==> src/rtl/calc_pkg.sv <==
// calc_pkg: shared definitions for the accumulator calculator core.
//   OP_W         - width of the operation select field
//   calc_op_e    - operation encodings driven on op_in
//   calc_state_e - control FSM states (IDLE, MUL)
package calc_pkg;

  localparam int OP_W = 3;

  typedef enum logic [OP_W-1:0] {
    OP_ADD = 3'd0,
    OP_SUB = 3'd1,
    OP_OR  = 3'd2,
    OP_EQ  = 3'd3,
    OP_AND = 3'd4,
    OP_XOR = 3'd5,
    OP_MUL = 3'd6,
    OP_CLR = 3'd7
  } calc_op_e;

  typedef enum logic {
    IDLE = 1'b0,
    MUL  = 1'b1
  } calc_state_e;

endpackage

==> src/rtl/calc_accum_core_if.sv <==
// calc_accum_core_if: operand/button/status bundle of the calculator core.
//   num_in, op_in       - operand and operation select (quasi-static)
//   enter, undo         - raw asynchronous button levels
//   acc_out, carry, ovf, zero, busy, hist_cnt - registered status outputs
// Modports: master drives operands/buttons, slave is the core.
interface calc_accum_core_if #(
  parameter int WIDTH = 8,
  parameter int DEPTH = 4
) ();
  localparam int CNT_W = $clog2(DEPTH + 1);

  logic [WIDTH-1:0]          num_in;
  logic [calc_pkg::OP_W-1:0] op_in;
  logic                      enter;
  logic                      undo;
  logic [WIDTH-1:0]          acc_out;
  logic                      carry;
  logic                      ovf;
  logic                      zero;
  logic                      busy;
  logic [CNT_W-1:0]          hist_cnt;

  modport master (
    output num_in, op_in, enter, undo,
    input  acc_out, carry, ovf, zero, busy, hist_cnt
  );

  modport slave (
    input  num_in, op_in, enter, undo,
    output acc_out, carry, ovf, zero, busy, hist_cnt
  );
endinterface

==> src/rtl/calc_sync_edge.sv <==
// calc_sync_edge: two-flop synchroniser followed by a rising-edge detector.
//   clk, rst_n - clock and asynchronous active-low reset
//   async_i    - raw asynchronous level (button)
//   pulse_o    - one-cycle pulse per low-to-high transition of async_i
module calc_sync_edge (
  input  logic clk,
  input  logic rst_n,
  input  logic async_i,
  output logic pulse_o
);
  logic meta_q;
  logic sync_q;
  logic prev_q;

  always_ff @(posedge clk or negedge rst_n) begin
    if (!rst_n) begin
      meta_q <= 1'b0;
      sync_q <= 1'b0;
      prev_q <= 1'b0;
    end else begin
      meta_q <= async_i;
      sync_q <= meta_q;
      prev_q <= sync_q;
    end
  end

  // Only the synchronised level is compared, so a held button gives one pulse.
  assign pulse_o = sync_q & ~prev_q;
endmodule

==> src/rtl/calc_accum_core.sv <==
// calc_accum_core: parametrised accumulator calculator with iterative
// multiply, status flags and a circular undo history.
//   clk, rst_n - clock and asynchronous active-low reset
//   bus        - calc_accum_core_if.slave (operands, buttons, status)
module calc_accum_core
  import calc_pkg::*;
#(
  parameter int WIDTH = 8,
  parameter int DEPTH = 4
) (
  input  logic              clk,
  input  logic              rst_n,
  calc_accum_core_if.slave  bus
);
  localparam int CNT_W = $clog2(DEPTH + 1);
  localparam int PTR_W = (DEPTH > 1) ? $clog2(DEPTH) : 1;
  localparam int BC_W  = $clog2(WIDTH);

  logic ent_p;
  logic und_p;

  calc_sync_edge u_sync_enter (
    .clk     (clk),
    .rst_n   (rst_n),
    .async_i (bus.enter),
    .pulse_o (ent_p)
  );

  calc_sync_edge u_sync_undo (
    .clk     (clk),
    .rst_n   (rst_n),
    .async_i (bus.undo),
    .pulse_o (und_p)
  );

  calc_state_e        state_q;
  logic [WIDTH-1:0]   acc_q;
  logic               carry_q;
  logic               ovf_q;
  logic               zero_q;
  logic               busy_q;
  logic [CNT_W-1:0]   hist_cnt_q;
  logic [PTR_W-1:0]   wr_ptr_q;
  logic [2*WIDTH-1:0] mcand_q;
  logic [WIDTH-1:0]   mplier_q;
  logic [2*WIDTH-1:0] prod_q;
  logic [BC_W-1:0]    bit_cnt_q;

  logic [WIDTH-1:0]   hist_mem [DEPTH];

  calc_op_e           op;
  logic [WIDTH:0]     sum_w;
  logic [WIDTH:0]     diff_w;
  logic [WIDTH-1:0]   alu_res;
  logic               alu_carry;
  logic [2*WIDTH-1:0] prod_d;
  logic               mul_last;
  logic               push_now;
  logic               pop_now;
  logic [PTR_W-1:0]   wr_ptr_inc;
  logic [PTR_W-1:0]   rd_ptr;
  logic [CNT_W-1:0]   cnt_push;
  logic [WIDTH-1:0]   hist_top;

  assign op = calc_op_e'(bus.op_in);

  // Single-cycle ALU for every op except MUL.
  always_comb begin
    sum_w     = {1'b0, acc_q} + {1'b0, bus.num_in};
    diff_w    = {1'b0, acc_q} - {1'b0, bus.num_in};
    alu_res   = '0;
    alu_carry = 1'b0;
    case (op)
      OP_ADD: begin
        alu_res   = sum_w[WIDTH-1:0];
        alu_carry = sum_w[WIDTH];
      end
      OP_SUB: begin
        alu_res   = diff_w[WIDTH-1:0];
        // The extra bit of the extended difference is set exactly when num > acc.
        alu_carry = diff_w[WIDTH];
      end
      OP_OR:   alu_res = acc_q | bus.num_in;
      OP_EQ:   alu_res = {{(WIDTH-1){1'b0}}, (acc_q == bus.num_in)};
      OP_AND:  alu_res = acc_q & bus.num_in;
      OP_XOR:  alu_res = acc_q ^ bus.num_in;
      default: alu_res = '0;
    endcase
  end

  // Shift-add step: the multiplicand is pre-shifted, the multiplier's LSB
  // gates its addition into the partial product.
  assign prod_d   = prod_q + (mplier_q[0] ? mcand_q : '0);
  assign mul_last = (bit_cnt_q == BC_W'(WIDTH - 1));

  // Enter takes priority over undo in the same cycle.
  assign push_now = ((state_q == IDLE) && ent_p && (op != OP_MUL)) ||
                    ((state_q == MUL) && mul_last);
  assign pop_now  = (state_q == IDLE) && !ent_p && und_p && (hist_cnt_q != '0);

  assign wr_ptr_inc = (wr_ptr_q == PTR_W'(DEPTH - 1)) ? '0 : wr_ptr_q + 1'b1;
  assign rd_ptr     = (wr_ptr_q == '0) ? PTR_W'(DEPTH - 1) : wr_ptr_q - 1'b1;
  assign cnt_push   = (hist_cnt_q == CNT_W'(DEPTH)) ? hist_cnt_q : hist_cnt_q + 1'b1;
  assign hist_top   = hist_mem[rd_ptr];

  // History storage needs no reset; only the pointer and count are meaningful.
  always_ff @(posedge clk) begin
    if (push_now) begin
      hist_mem[wr_ptr_q] <= acc_q;
    end
  end

  always_ff @(posedge clk or negedge rst_n) begin
    if (!rst_n) begin
      state_q    <= IDLE;
      acc_q      <= '0;
      carry_q    <= 1'b0;
      ovf_q      <= 1'b0;
      zero_q     <= 1'b1;
      busy_q     <= 1'b0;
      hist_cnt_q <= '0;
      wr_ptr_q   <= '0;
      mcand_q    <= '0;
      mplier_q   <= '0;
      prod_q     <= '0;
      bit_cnt_q  <= '0;
    end else begin
      case (state_q)
        IDLE: begin
          if (ent_p) begin
            if (op == OP_MUL) begin
              mcand_q   <= {{WIDTH{1'b0}}, acc_q};
              mplier_q  <= bus.num_in;
              prod_q    <= '0;
              bit_cnt_q <= '0;
              busy_q    <= 1'b1;
              state_q   <= MUL;
            end else begin
              acc_q      <= alu_res;
              carry_q    <= alu_carry;
              ovf_q      <= 1'b0;
              zero_q     <= (alu_res == '0);
              wr_ptr_q   <= wr_ptr_inc;
              hist_cnt_q <= cnt_push;
            end
          end else if (pop_now) begin
            acc_q      <= hist_top;
            carry_q    <= 1'b0;
            ovf_q      <= 1'b0;
            zero_q     <= (hist_top == '0);
            wr_ptr_q   <= rd_ptr;
            hist_cnt_q <= hist_cnt_q - 1'b1;
          end
        end
        MUL: begin
          prod_q    <= prod_d;
          mcand_q   <= mcand_q << 1;
          mplier_q  <= mplier_q >> 1;
          bit_cnt_q <= bit_cnt_q + 1'b1;
          if (mul_last) begin
            acc_q      <= prod_d[WIDTH-1:0];
            ovf_q      <= |prod_d[2*WIDTH-1:WIDTH];
            carry_q    <= 1'b0;
            zero_q     <= (prod_d[WIDTH-1:0] == '0);
            busy_q     <= 1'b0;
            wr_ptr_q   <= wr_ptr_inc;
            hist_cnt_q <= cnt_push;
            state_q    <= IDLE;
          end
        end
        default: state_q <= IDLE;
      endcase
    end
  end

  assign bus.acc_out  = acc_q;
  assign bus.carry    = carry_q;
  assign bus.ovf      = ovf_q;
  assign bus.zero     = zero_q;
  assign bus.busy     = busy_q;
  assign bus.hist_cnt = hist_cnt_q;
endmodule

==> src/flat_wrapper.sv <==
// flat-port wrapper written by rule: the top's interface ports become plain ports
module calc_accum_core_flat import calc_pkg::*;
#(
  parameter int WIDTH = 8,
  parameter int DEPTH = 4
)
  (clk, rst_n, bus_num_in, bus_op_in, bus_enter, bus_undo, bus_acc_out, bus_carry, bus_ovf, bus_zero, bus_busy, bus_hist_cnt);
  calc_accum_core_if #(.WIDTH(WIDTH), .DEPTH(DEPTH)) bus_i ();
  input  logic clk;
  input  logic rst_n;
  input wire logic [$bits(bus_i.num_in)-1:0] bus_num_in;
  input wire logic [$bits(bus_i.op_in)-1:0] bus_op_in;
  input wire logic [$bits(bus_i.enter)-1:0] bus_enter;
  input wire logic [$bits(bus_i.undo)-1:0] bus_undo;
  output wire logic [$bits(bus_i.acc_out)-1:0] bus_acc_out;
  output wire logic [$bits(bus_i.carry)-1:0] bus_carry;
  output wire logic [$bits(bus_i.ovf)-1:0] bus_ovf;
  output wire logic [$bits(bus_i.zero)-1:0] bus_zero;
  output wire logic [$bits(bus_i.busy)-1:0] bus_busy;
  output wire logic [$bits(bus_i.hist_cnt)-1:0] bus_hist_cnt;
  assign bus_i.num_in = bus_num_in;
  assign bus_i.op_in = bus_op_in;
  assign bus_i.enter = bus_enter;
  assign bus_i.undo = bus_undo;
  assign bus_acc_out = bus_i.acc_out;
  assign bus_carry = bus_i.carry;
  assign bus_ovf = bus_i.ovf;
  assign bus_zero = bus_i.zero;
  assign bus_busy = bus_i.busy;
  assign bus_hist_cnt = bus_i.hist_cnt;
  calc_accum_core #(.WIDTH(WIDTH), .DEPTH(DEPTH)) u_core (.clk(clk), .rst_n(rst_n), .bus(bus_i));
endmodule
==> config.mk <==
export PLATFORM = sky130hd
export DESIGN_NAME = calc_accum_core_flat
export DESIGN_NICKNAME = d
export VERILOG_FILES = /design/src/rtl/calc_pkg.sv /design/src/rtl/calc_accum_core_if.sv /design/src/rtl/calc_sync_edge.sv /design/src/rtl/calc_accum_core.sv /design/src/flat_wrapper.sv
export SDC_FILE = /design/constraint.sdc
export NUM_CORES = 1
export LEC_CHECK = 0
export CORE_MARGIN = 1
export CORE_UTILIZATION = 55
export DETAILED_ROUTE_END_ITERATION = 6
export PLACE_DENSITY = 0.87
export SLEW_MARGIN = 15
export SYNTH_ARGS = -nofsm -noshare
export SYNTH_HDL_FRONTEND = slang
export SYNTH_SLANG_ARGS = --single-unit
==> constraint.sdc <==
create_clock -name clk -period 2.9 [get_ports clk]
set_input_delay 0.435 -clock clk [delete_from_list [all_inputs] [get_ports clk]]
set_output_delay 0.435 -clock clk [all_outputs]
set_load 0.03 [all_outputs]
---- Word-level counts from Yosys, hierarchy flattened ----
Memories as Yosys holds them, arrays and structs flattened.
Cells that the tools add are included.
operators by class
  add/subtract/negate cells ............... 8
  multipliers ............................. 0
  divide/modulo/power cells ............... 0
  $lt $le $gt $ge ......................... 0
  equal/unequal tests ..................... 16
  shift operators ......................... 0
  mux-type cells .......................... 56
  bitwise logic cells ..................... 8
  reduce and logical (&&, ||, !) cells .... 18
operator list
  kind                                                                   number
  16-bit two-way mux                                                     5
  16-bit case mux with 2 select lines                                    2
  8-bit two-way mux                                                      6
  8-bit case mux with 6 select lines                                     1
  8-bit case mux with 2 select lines                                     2
  8-bit logical NOT                                                      3
  3-bit two-way mux                                                      7
  1-bit two-way mux                                                      18
  16-bit adder                                                           1
  3-bit equality test, second input constant                             5
  2-bit two-way mux                                                      6
  1-bit case mux with 2 select lines                                     6
  3-bit case mux with 2 select lines                                     2
  8-bit by 8-bit adder with 9-bit output                                 1
  8-bit by 8-bit subtractor with 9-bit output                            1
  8-bit bitwise AND                                                      1
  8-bit equality test                                                    1
  8-bit OR                                                               1
  8-bit OR reduction                                                     1
  8-bit bitwise XOR                                                      1
  3-bit by 1-bit adder with 3-bit output, second input constant          2
  3-bit by 2-bit equality test with 1-bit output, second input constant  2
  1-bit logical AND                                                      6
  3-bit != test, second input constant                                   2
  18 further kinds                                                       23
word-level totals
  bits in registers ....................... 67
  bits in latches ......................... 0
  bits in writable memories ............... 32
  memory bits (read-only) ................. 0
  input port bits ......................... 15
  output and inout port bits .............. 15
  logic and storage cells ................. 125
  memories kept ........................... 1
memories
  memory           words  width  rd ports  clocked after memory_dff  write ports  RTL line               source
  u_core.hist_mem  4      8      1         0                         1            calc_accum_core.sv:49  logic [WIDTH-1:0] hist_mem [DEPTH];

---- Logic depth before layout (Yosys ltp) ----
Gate-level depths: netlist (run 1).
  word-level depth ........................ 9
  mapped depth ............................ 11
  mapped depth without buffers ............ 10

---- By module ----
From an unflattened synthesis (run 1), not the netlist that was laid out.
second synthesis, totals
  cells, all modules ...................... 589
  area, all modules ....................... 6148.4 µm²
modules (own cells, without submodules)
  module           times used  cells an instance  area each (µm²)  sequential area each (µm²)
  calc_accum_core  1           581                5970.7           2488.6
  calc_sync_edge   2           4                  88.8             75.1

---- Least setup slack after synthesis (run 1) ----
OpenSTA, ideal clock, no wires.
  path type ............................... reg-to-reg
  from .................................... register u_core.mplier_q[0]
  to ...................................... register u_core.zero_q (netlist: u_core.bus.zero)
  arrival time ............................ 2.866 ns
  slack ................................... -0.026 ns
  cell stages (with the launch flop) ...... 12
  cells stage by stage .................... dfrtp_1 -> clkbuf_1 -> and2_1 -> ha_1 -> fa_1 -> a21o_1 -> a21oi_2 -> xnor2_1 -> or4_1 -> or4_1 -> a31oi_1 -> a31o_2
between the ends
  longest elaborated chain between the ends .. 5
ends and longest elaborated chain
  element                             RTL line                source
  start: declaration                  calc_accum_core.sv:45   logic [WIDTH-1:0] mplier_q;
  start signal: assignment            calc_accum_core.sv:133  mplier_q <= bus.num_in;
  start signal: assignment            calc_accum_core.sv:158  mplier_q <= mplier_q >> 1;
  16-bit two-way mux                  calc_accum_core.sv:93   assign prod_d = prod_q + (mplier_q[0] ? mcand_q : '0);
  16-bit adder                        calc_accum_core.sv:93
  8-bit logical NOT                   calc_accum_core.sv:164  zero_q <= (prod_d[WIDTH-1:0] == '0);
  1-bit two-way mux                   calc_accum_core.sv:160  if (mul_last) begin
  1-bit case mux with 2 select lines  calc_accum_core.sv:128  case (state_q)
  end signal: assignment              calc_accum_core.sv:142  zero_q <= (alu_res == '0);
  end signal: assignment              calc_accum_core.sv:150  zero_q <= (hist_top == '0);
  end signal: assignment              calc_accum_core.sv:164
  end: declaration                    calc_accum_core.sv:40   logic zero_q;
No other way between the ends. The select of a mux whose other input is x is not followed.
A chain may end at the register's enable or synchronous reset.

---- Final worst setup path (run 1) ----
  from .................................... register u_core.acc_q[0] (netlist: u_core.bus.acc_out[0])
  to ...................................... register u_core.zero_q (netlist: u_core.bus.zero)
between the ends
  longest elaborated chain between the ends .. 6
  elaborated cells on any way between the ends .. 11
  classes of those cells .................. add/sub (2); eq/ne (1); mux (4); bitwise (3); reduce/logical (1)
ends and longest elaborated chain
  element                                                              RTL line                source
  start: declaration                                                   calc_accum_core.sv:37   logic [WIDTH-1:0] acc_q;
  start signal: assignment                                             calc_accum_core.sv:139  acc_q <= alu_res;
  start signal: assignment                                             calc_accum_core.sv:147  acc_q <= hist_top;
  start signal: assignment                                             calc_accum_core.sv:161  acc_q <= prod_d[WIDTH-1:0];
  8-bit by 8-bit subtractor with 9-bit output (tied with other cells)  calc_accum_core.sv:70   diff_w = {1'b0, acc_q} - {1'b0, bus.num_in};
  8-bit case mux with 6 select lines (*)                               calc_accum_core.sv:73   case (op)
  8-bit logical NOT (*)                                                calc_accum_core.sv:142
  1-bit two-way mux (*)                                                calc_accum_core.sv:131  if (op == OP_MUL) begin
  1-bit two-way mux (*)                                                calc_accum_core.sv:130  if (ent_p) begin
  1-bit case mux with 2 select lines (*)                               calc_accum_core.sv:128
Every way passes the cells marked *; elsewhere a longest branch is shown, timed or not. The select of a mux whose other input is x is not followed.

==> qor.txt, run 1 <==
outcome = completed
Post-Syn Nets = 663
PwrDens = 1040 mW/mm²
Hold-fix buffers, CTS = 0
Clock transition at path regs = 0.11 ns
GP Congestion = 0.942
required time at the worst-slack endpoint = 3.24 ns
Final Cell Area = 0.00727 mm²
Leak = 3.18 nW
NetSw = 3.34 mW
DRC violations left = 0
actual slew at the worst max-slew pin = 1.14 ns
Comb pwr share = 56.8%
peak supply drop = 0.627 mV
placed cell area = 0.00697 mm²
Clock Sinks = 99
GRT Total Usage = 28.9%
Area Overhead vs Synth = 19.7%
CP Max Fanout = 3
Die Span Y = 107 µm
FFs w/ async S/R, synth = 67.7%
area of the multi-input gates = 0.00328 mm²
die width = 107 µm
Starting Density = 56.3%
min Tclk post-route = 2.85 ns
crit-path cells = ha_1 -> fa_1 -> a21oi_1 -> o21ai_2 -> a2111oi_2 -> nor4b_1 -> or3_1 -> nor4b_2 -> a31o_2
slowest stage delay, CP = 0.46 ns
max_cap viols = 0
HP Class = primary input to asynchronous set/reset pin
DRT Wirelength = 15900 µm
startpoint types = flip-flop
final cell count without fillers = 826
DRT iter0 DRCs = 430
via/cell ratio = 6.19
n_diodes = 0
unique cell type count in the Yosys netlist = 69
Clock Power Share = 12.4%
EDFF count, synth = 32
core footprint = 0.0108 mm²
Final Net Count = 748
largest net degree at the start of global routing = 58
critical path buffer and inverter count = 0
critical path class = flip-flop to flip-flop
Syn Area/Cell = 10.2 µm²
sequential power share = 30.7%
initial antenna violation count = 0
Rel. slew slack = 23.7%
reg2reg start = u_core.bus.acc_out[0]
CP Launch Point = u_core.bus.acc_out[0]
vias = 5117
Clock Latency Late Sink = 0.40 ns
CTS root buffer = clkbuf_8
Final Setup Violations = 0
final setup TNS = 0 ns
sw frac = 44.0%
Final Hold Fails = 0
Synth Cell Area = 0.00607 mm²
P_int = 4.25 mW
WL met1 = 6780 µm
DR WL/cell = 19.2 µm
H-tree depth = 3
TritonRoute pass-1 iters = 5
IO Port Bufs = 29
Critical Path AT = 3.20 ns
RSZ-0062 raised after global routing = true
vias in the first global route = 5032
sequential area share after synthesis = 43.4%
Ports = 30
Worst setup EP type = flip-flop
num rows = 38
max frequency = 0.351 GHz
skew final = 0.0172 ns
synth warn = 0
die area = 0.0115 mm²
Max Used Layer = met4
layout cells sized above 1 = 19.0%
Placed Cells = 808
FF+latch count, synth = 99
fin crit share = 98.3%
Fill cells = 822
register area = 0.00264 mm²
DR WL met2 = 7600 µm
Final HPWL DP = 11600 µm
CTS max path bufs = 2
CP delay by family, top = compound AO/OA/AOI/OAI gates
CTS Buf Count = 9
TritonCTS clock tree = built
metal3 WL = 980 µm
GR Overflow Total = 0
first-pass GRT wire length = 25500 µm
Syn Inst Count = 596
post-route ant nets = 0
Primary FF master, synth = dfrtp_1
Worst path slowest cell = dfrtp_1
Final Max Slew Viols = 0
cell families after synthesis:
group	synth area share (%)
xor+xnor	2.88
simple gates	14.0
flops	43.4
buf+inv	4.16
compound gates	17.7
fa+ha+maj	11.1
mux	6.67
power groups by stage:
stage	Combinational, mW	Clock, mW	Sequential [mW]
2_1_floorplan	2.50	0	2.45
5_1_grt	4.68	0.995	2.38
3_3_place_gp	3.98	0	2.31
4_1_cts	4.21	0.945	2.32
6_report	4.32	0.945	2.33
3_5_place_dp	4.15	0	2.34
metrics by stage:
stage / utilization [%] / hold WS [ns] / total power [mW] / setup WS [ns]
2_1_floorplan: - / 0.139 / 4.95 / 0.0514
3_5_place_dp: 64.6 / 0.341 / 6.50 / -0.377
3_3_place_gp: 64.6 / 0.342 / 6.29 / -0.371
6_report: 67.4 / 0.120 / 7.60 / 0.0489
5_1_grt: 67.4 / 0.177 / 8.06 / -0.0845
4_1_cts: 66.8 / 0.138 / 7.47 / 0.0171
registers in the layout, indices dropped and copies added (netlist names):
signal and flops:
u_core.bit_cnt_q 3, u_core.bus.acc_out 8, u_core.bus.busy 1, u_core.bus.carry 1, u_core.bus.hist_cnt 3, u_core.bus.ovf 1, u_core.bus.zero 1, u_core.hist_mem 32
u_core.mcand_q 16, u_core.mplier_q 8, u_core.prod_q 16, u_core.state_q 1, u_core.u_sync_enter.meta_q 1, u_core.u_sync_enter.prev_q 1, u_core.u_sync_enter.sync_q 1, u_core.u_sync_undo.meta_q 1
u_core.u_sync_undo.prev_q 1, u_core.u_sync_undo.sync_q 1, u_core.wr_ptr_q 2
layout by cell type (no fill, tap or decap), types with 3 or more instances in the layout:
cell type | Yosys | routed
nor2b_1 | 8 | 8
nand2b_1 | 10 | 10
dfrtp_1 | 66 | 65
or2_2 | 3 | 3
o21a_1 | 3 | 3
nor3b_1 | 3 | 3
o211ai_1 | 4 | 4
mux4_2 | 8 | 8
ha_1 | 49 | 47
o21bai_1 | 5 | 5
o41ai_1 | 3 | 3
nor2_1 | 37 | 36
nand2_1 | 52 | 52
and2_1 | 16 | 16
nand3_1 | 7 | 7
nor4_1 | 4 | 4
xor2_1 | 7 | 7
nand3b_1 | 4 | 4
or3_1 | 5 | 5
clkdlybuf4s50_1 | 0 | 28
o22ai_1 | 7 | 7
edfxtp_1 | 32 | 32
buf_4 | 2 | 73
a21oi_1 | 33 | 33
xnor2_1 | 13 | 13
mux2_2 | 4 | 4
inv_1 | 33 | 33
nor3_1 | 11 | 10
o31ai_1 | 5 | 3
a22o_1 | 18 | 18
a21o_1 | 4 | 4
mux2i_1 | 18 | 18
clkbuf_8 | 0 | 9
a211o_1 | 3 | 3
o21ai_0 | 42 | 42
a211oi_1 | 5 | 3
path summary, 6_finish.rpt:
path                                        endpoint  slack, ns  depth (start not counted)
setup reg to reg                     u_core.bus.zero       0.05                          9
setup / recovery                     u_core.bus.zero       0.05                          9
hold / removal                 u_core.bus.acc_out[2]       0.12                          1
min in group clk           u_core.u_sync_undo.sync_q       0.38                          0
hold reg to reg            u_core.u_sync_undo.sync_q       0.38                          0
max in group asynchronous            u_core.bus.zero       2.07                          2
synthesized netlist by cell type (all sizes together), types with 8 or more instances:
master / count / area [µm²]
a21oi: 34 / 174
and2: 16 / 100
nor2b: 8 / 50.1
a22o: 19 / 168
inv: 33 / 124
ha: 49 / 613
nor2: 38 / 145
edfxtp: 32 / 961
o21ai: 44 / 224
nor3: 11 / 55.1
mux2i: 18 / 180
buf: 11 / 61.3
dfrtp: 66 / 1650
clkbuf: 18 / 67.6
mux4: 8 / 180
nand2: 52 / 195
nand2b: 10 / 62.6
xnor2: 13 / 114
area by class of cell:
| class | instances | share of cell area, % |
|---|---|---|
| Multi-Input combinational cell | 435 | 45.0 |
| Sequential cell | 99 | 36.3 |
| Timing Repair Buffer | 103 | 11.7 |
| Tap cell | 140 | 2.41 |
| Clock buffer | 9 | 1.70 |
| Inverter | 33 | 1.70 |
| Clock inverter | 7 | 1.12 |
what timing repair did:
item | CTS | global route
endpoints found under the hold margin | 0 | 0
pin swaps | 2 | 3
setup endpoints to repair | 1 | 5
setup buffers | 2 | 0
gates resized for setup | 4 | 13
routing by layer:
layer,global-route usage [%],vias to the layer above
met5,0,-
met2,47.6,235
met4,11.3,0
li1,-,2329
met1,38.2,2498
met3,4.92,55
(Power assumes the default switching activity.)
==> run 2: changes to the inputs <==
Settings changed: ABC_AREA set to 1.
==> run 2 against run 1 <==
  * Sequential share of layout area rose by 1.1 points
  * Highest routed layer unchanged
  * Clock power is 40% higher
  * Wire length is 2.6% lower
  * Power up 13%
  * Worst setup slack better by 0.32 ns
  * Hold slack got worse by 0.031 ns
  * Combinational power rose by 15%
  * Via count up 6.5%
  * Critical path type is now primary input to flip-flop
  * Critical endpoint unchanged
  * Non-clock buffer count fell by 59
==> qor.txt, run 2 <==
Final Net Count = 890
core footprint = 0.0110 mm²
n_diodes = 0
TritonRoute pass-1 iters = 5
Final Hold Fails = 0
placed cell area = 0.00673 mm²
H-tree depth = 3
post-CTS setup buffer count = 0
largest net degree at the start of global routing = 43
critical path class = primary input to flip-flop
via/cell ratio = 5.63
GRT Total Usage = 28.0%
Biggest register = u_core.hist_mem
PwrDens = 1210 mW/mm²
Post-synth top cells = 191 x nand2_1, 100 x inv_1, 87 x nor2_1
CTS resizes = 0
most frequent cell after synthesis = nand2_1
GR Overflow Total = 0
met1 GRT Util = 38.5%
Critical Path AT = 2.81 ns
Worst path slowest cell = clkdlybuf4s50_1
ranking of synthesized cells by area = dfrtp_1 26%, edfxtp_1 15%, nand2_1 11%
Syn Area/Cell = 7.89 µm²
Synth top area share = 26.4%
Post-Syn Nets = 861
IO Port Bufs = 29
DRC violations left = 0
Final Setup Violations = 0
crit-path cells = clkdlybuf4s50_1 -> ha_1 -> fa_1 -> inv_1 -> nand2_1 -> nand2_1 -> nor2_1 -> nor2_1 -> nand3_1 -> nor2_1 -> nand2_1 -> nor2_1 -> nand3_1 -> nand2_1 -> nand2_1 -> a21oi_1
cell mode on critical path = nand2_1
FFs w/ async S/R, synth = 67.7%
DR WL/cell = 16.0 µm
Rel. slew slack = 48.7%
CP delay by family, top = simple AND/OR/NAND/NOR gates
Leak = 3.52 nW
Clock Sinks = 99
EDFF count, synth = 32
CP Max Fanout = 4
worst setup margin = 0.371 ns
Clock Latency Late Sink = 0.35 ns
Post-Place Worst Slack = 0.0900 ns
met2 Use GR = 43.0%
first-pass GRT wire length = 24900 µm
required time at the worst-slack endpoint = 3.19 ns
min Tclk post-route = 2.53 ns
Placed Cells = 952
Worst setup EP type = flip-flop
layer with the highest usage = met2
initial antenna violation count = 0
max FFs per register = 32
Final Max Slew Viols = 0
critical path buffer and inverter count = 2
actual slew at the worst max-slew pin = 0.766 ns
Synth Cell Area = 0.00626 mm²
skew final = 0.0105 ns
fin crit share = 87.2%
Area Overhead vs Synth = 12.8%
most frequent cells in the layout = 191 x nand2_1, 100 x inv_1, 87 x nor2_1, 66 x dfrtp_1, 56 x nand3_1
FF+latch count, synth = 99
RSZ-0062 raised after global routing = false
max_cap viols = 0
final setup TNS = 0 ns
slowest stage delay, CP = 0.50 ns
Final HPWL DP = 11400 µm
Hold-fix buffers, CTS = 0
unique cell type count in the Yosys netlist = 44
Clock transition at path regs = 0.07 ns
Starting Density = 57.0%
CTS Buf Count = 9
fin util = 64.3%
Total Power = 8.56 mW
die width = 109 µm
largest area contributor in the netlist = dfrtp_1
GP Congestion = 0.960
vias = 5448
max frequency = 0.395 GHz
num rows = 38
startpoint types = primary input
DRT iter0 DRCs = 370
HP Class = primary input to asynchronous set/reset pin
most common cell after layout, fill and taps aside = nand2_1
Primary FF master, synth = dfrtp_1
final cell count without fillers = 968
post-route ant nets = 0
Final Cell Area = 0.00706 mm²
peak supply drop = 0.571 mV
die area = 0.0118 mm²
Die Span Y = 109 µm
vias in the first global route = 5042
Syn Inst Count = 794
WHS = 0.0892 ns
largest registers = u_core.hist_mem: 32 flops, u_core.mcand_q: 16 flops, u_core.prod_q: 16 flops
outcome = completed
TritonCTS clock tree = built
CTS root buffer = clkbuf_16
sequential area share after synthesis = 42.1%
CTS max path bufs = 2
layout cells sized above 1 = 5.80%
Ports = 30
synth warn = 0
DRT Wirelength = 15400 µm
met3 Usage GRT = 6.75%
## run 2: cells by family (layout without fill, tap and decap cells)
kind of cell               Yosys count  after routing  share of synthesized area [%]
and+or+nand+nor                    361            361                           24.1
AOI/OAI and AO/OA                  137            137                           12.8
buffers and inverters              130            164                           8.17
DFF                                 99             99                           42.1
adders and majority gates           52             52                           10.7
xor gates and xnor gates            14             14                           1.96
muxes                                1              1                          0.160
## run 2: metal layers
layer  routed length [µm]  vias up
met4                  332        0
met3                 1270       28
li1                     -     2664
met1                 6790     2540
met5                    0        -
met2                 7050      216
## run 2: worst register-to-register path, cell delays in order (launching register included)
cell and delay, ns:
dfrtp_1 0.49, inv_1 0.18, ha_1 0.27, fa_1 0.38, inv_1 0.06, nand2_1 0.06, nand2_1 0.13, nand3_1 0.09
nand3_1 0.08, nand2_1 0.05, nor2_1 0.15, nand2_1 0.08, nor2_1 0.09, nand3_1 0.09, nand2_1 0.07, nand2_1 0.04
a21oi_1 0.14
## run 2: final timing paths
path,slack [ns],to,cells past startpoint,from
setup / recovery,0.37,u_core.bus.zero,16,bus_num_in[0]
hold / removal,0.09,u_core.bus.hist_cnt[0],1,rst_n
setup reg to reg,0.37,u_core.bus.zero,16,u_core.bus.acc_out[0]
hold reg to reg,0.36,u_core.u_sync_enter.sync_q,0,u_core.u_sync_enter.meta_q
max in group asynchronous,2.18,u_core.mcand_q[6],2,rst_n
min in group clk,0.36,u_core.u_sync_enter.sync_q,0,u_core.u_sync_enter.meta_q
## run 2: report_power, final
part	internal (mW)	leakage, nW	switching, mW
registers	1.98	1.10	0.313
clock network	0.800	0.163	0.523
logic	1.72	2.26	3.23
## run 2: layout make-up
| class | instances | area [µm²] |
|---|---|---|
| clock inverters | 2 | 38.8 |
| repair buffers | 44 | 410 |
| well taps | 140 | 175 |
| clock buffers | 14 | 297 |
| fillers | 914 | 3920 |
| inverters | 104 | 390 |
| multi-input cells | 565 | 3110 |
| flip-flops and latches | 99 | 2640 |
==> run 3: changes to the inputs <==
Settings changed: HOLD_SLACK_MARGIN set to 0.02.
==> results of run 3 <==
No change in the layout: final DEF, timing and power equal those of run 2.
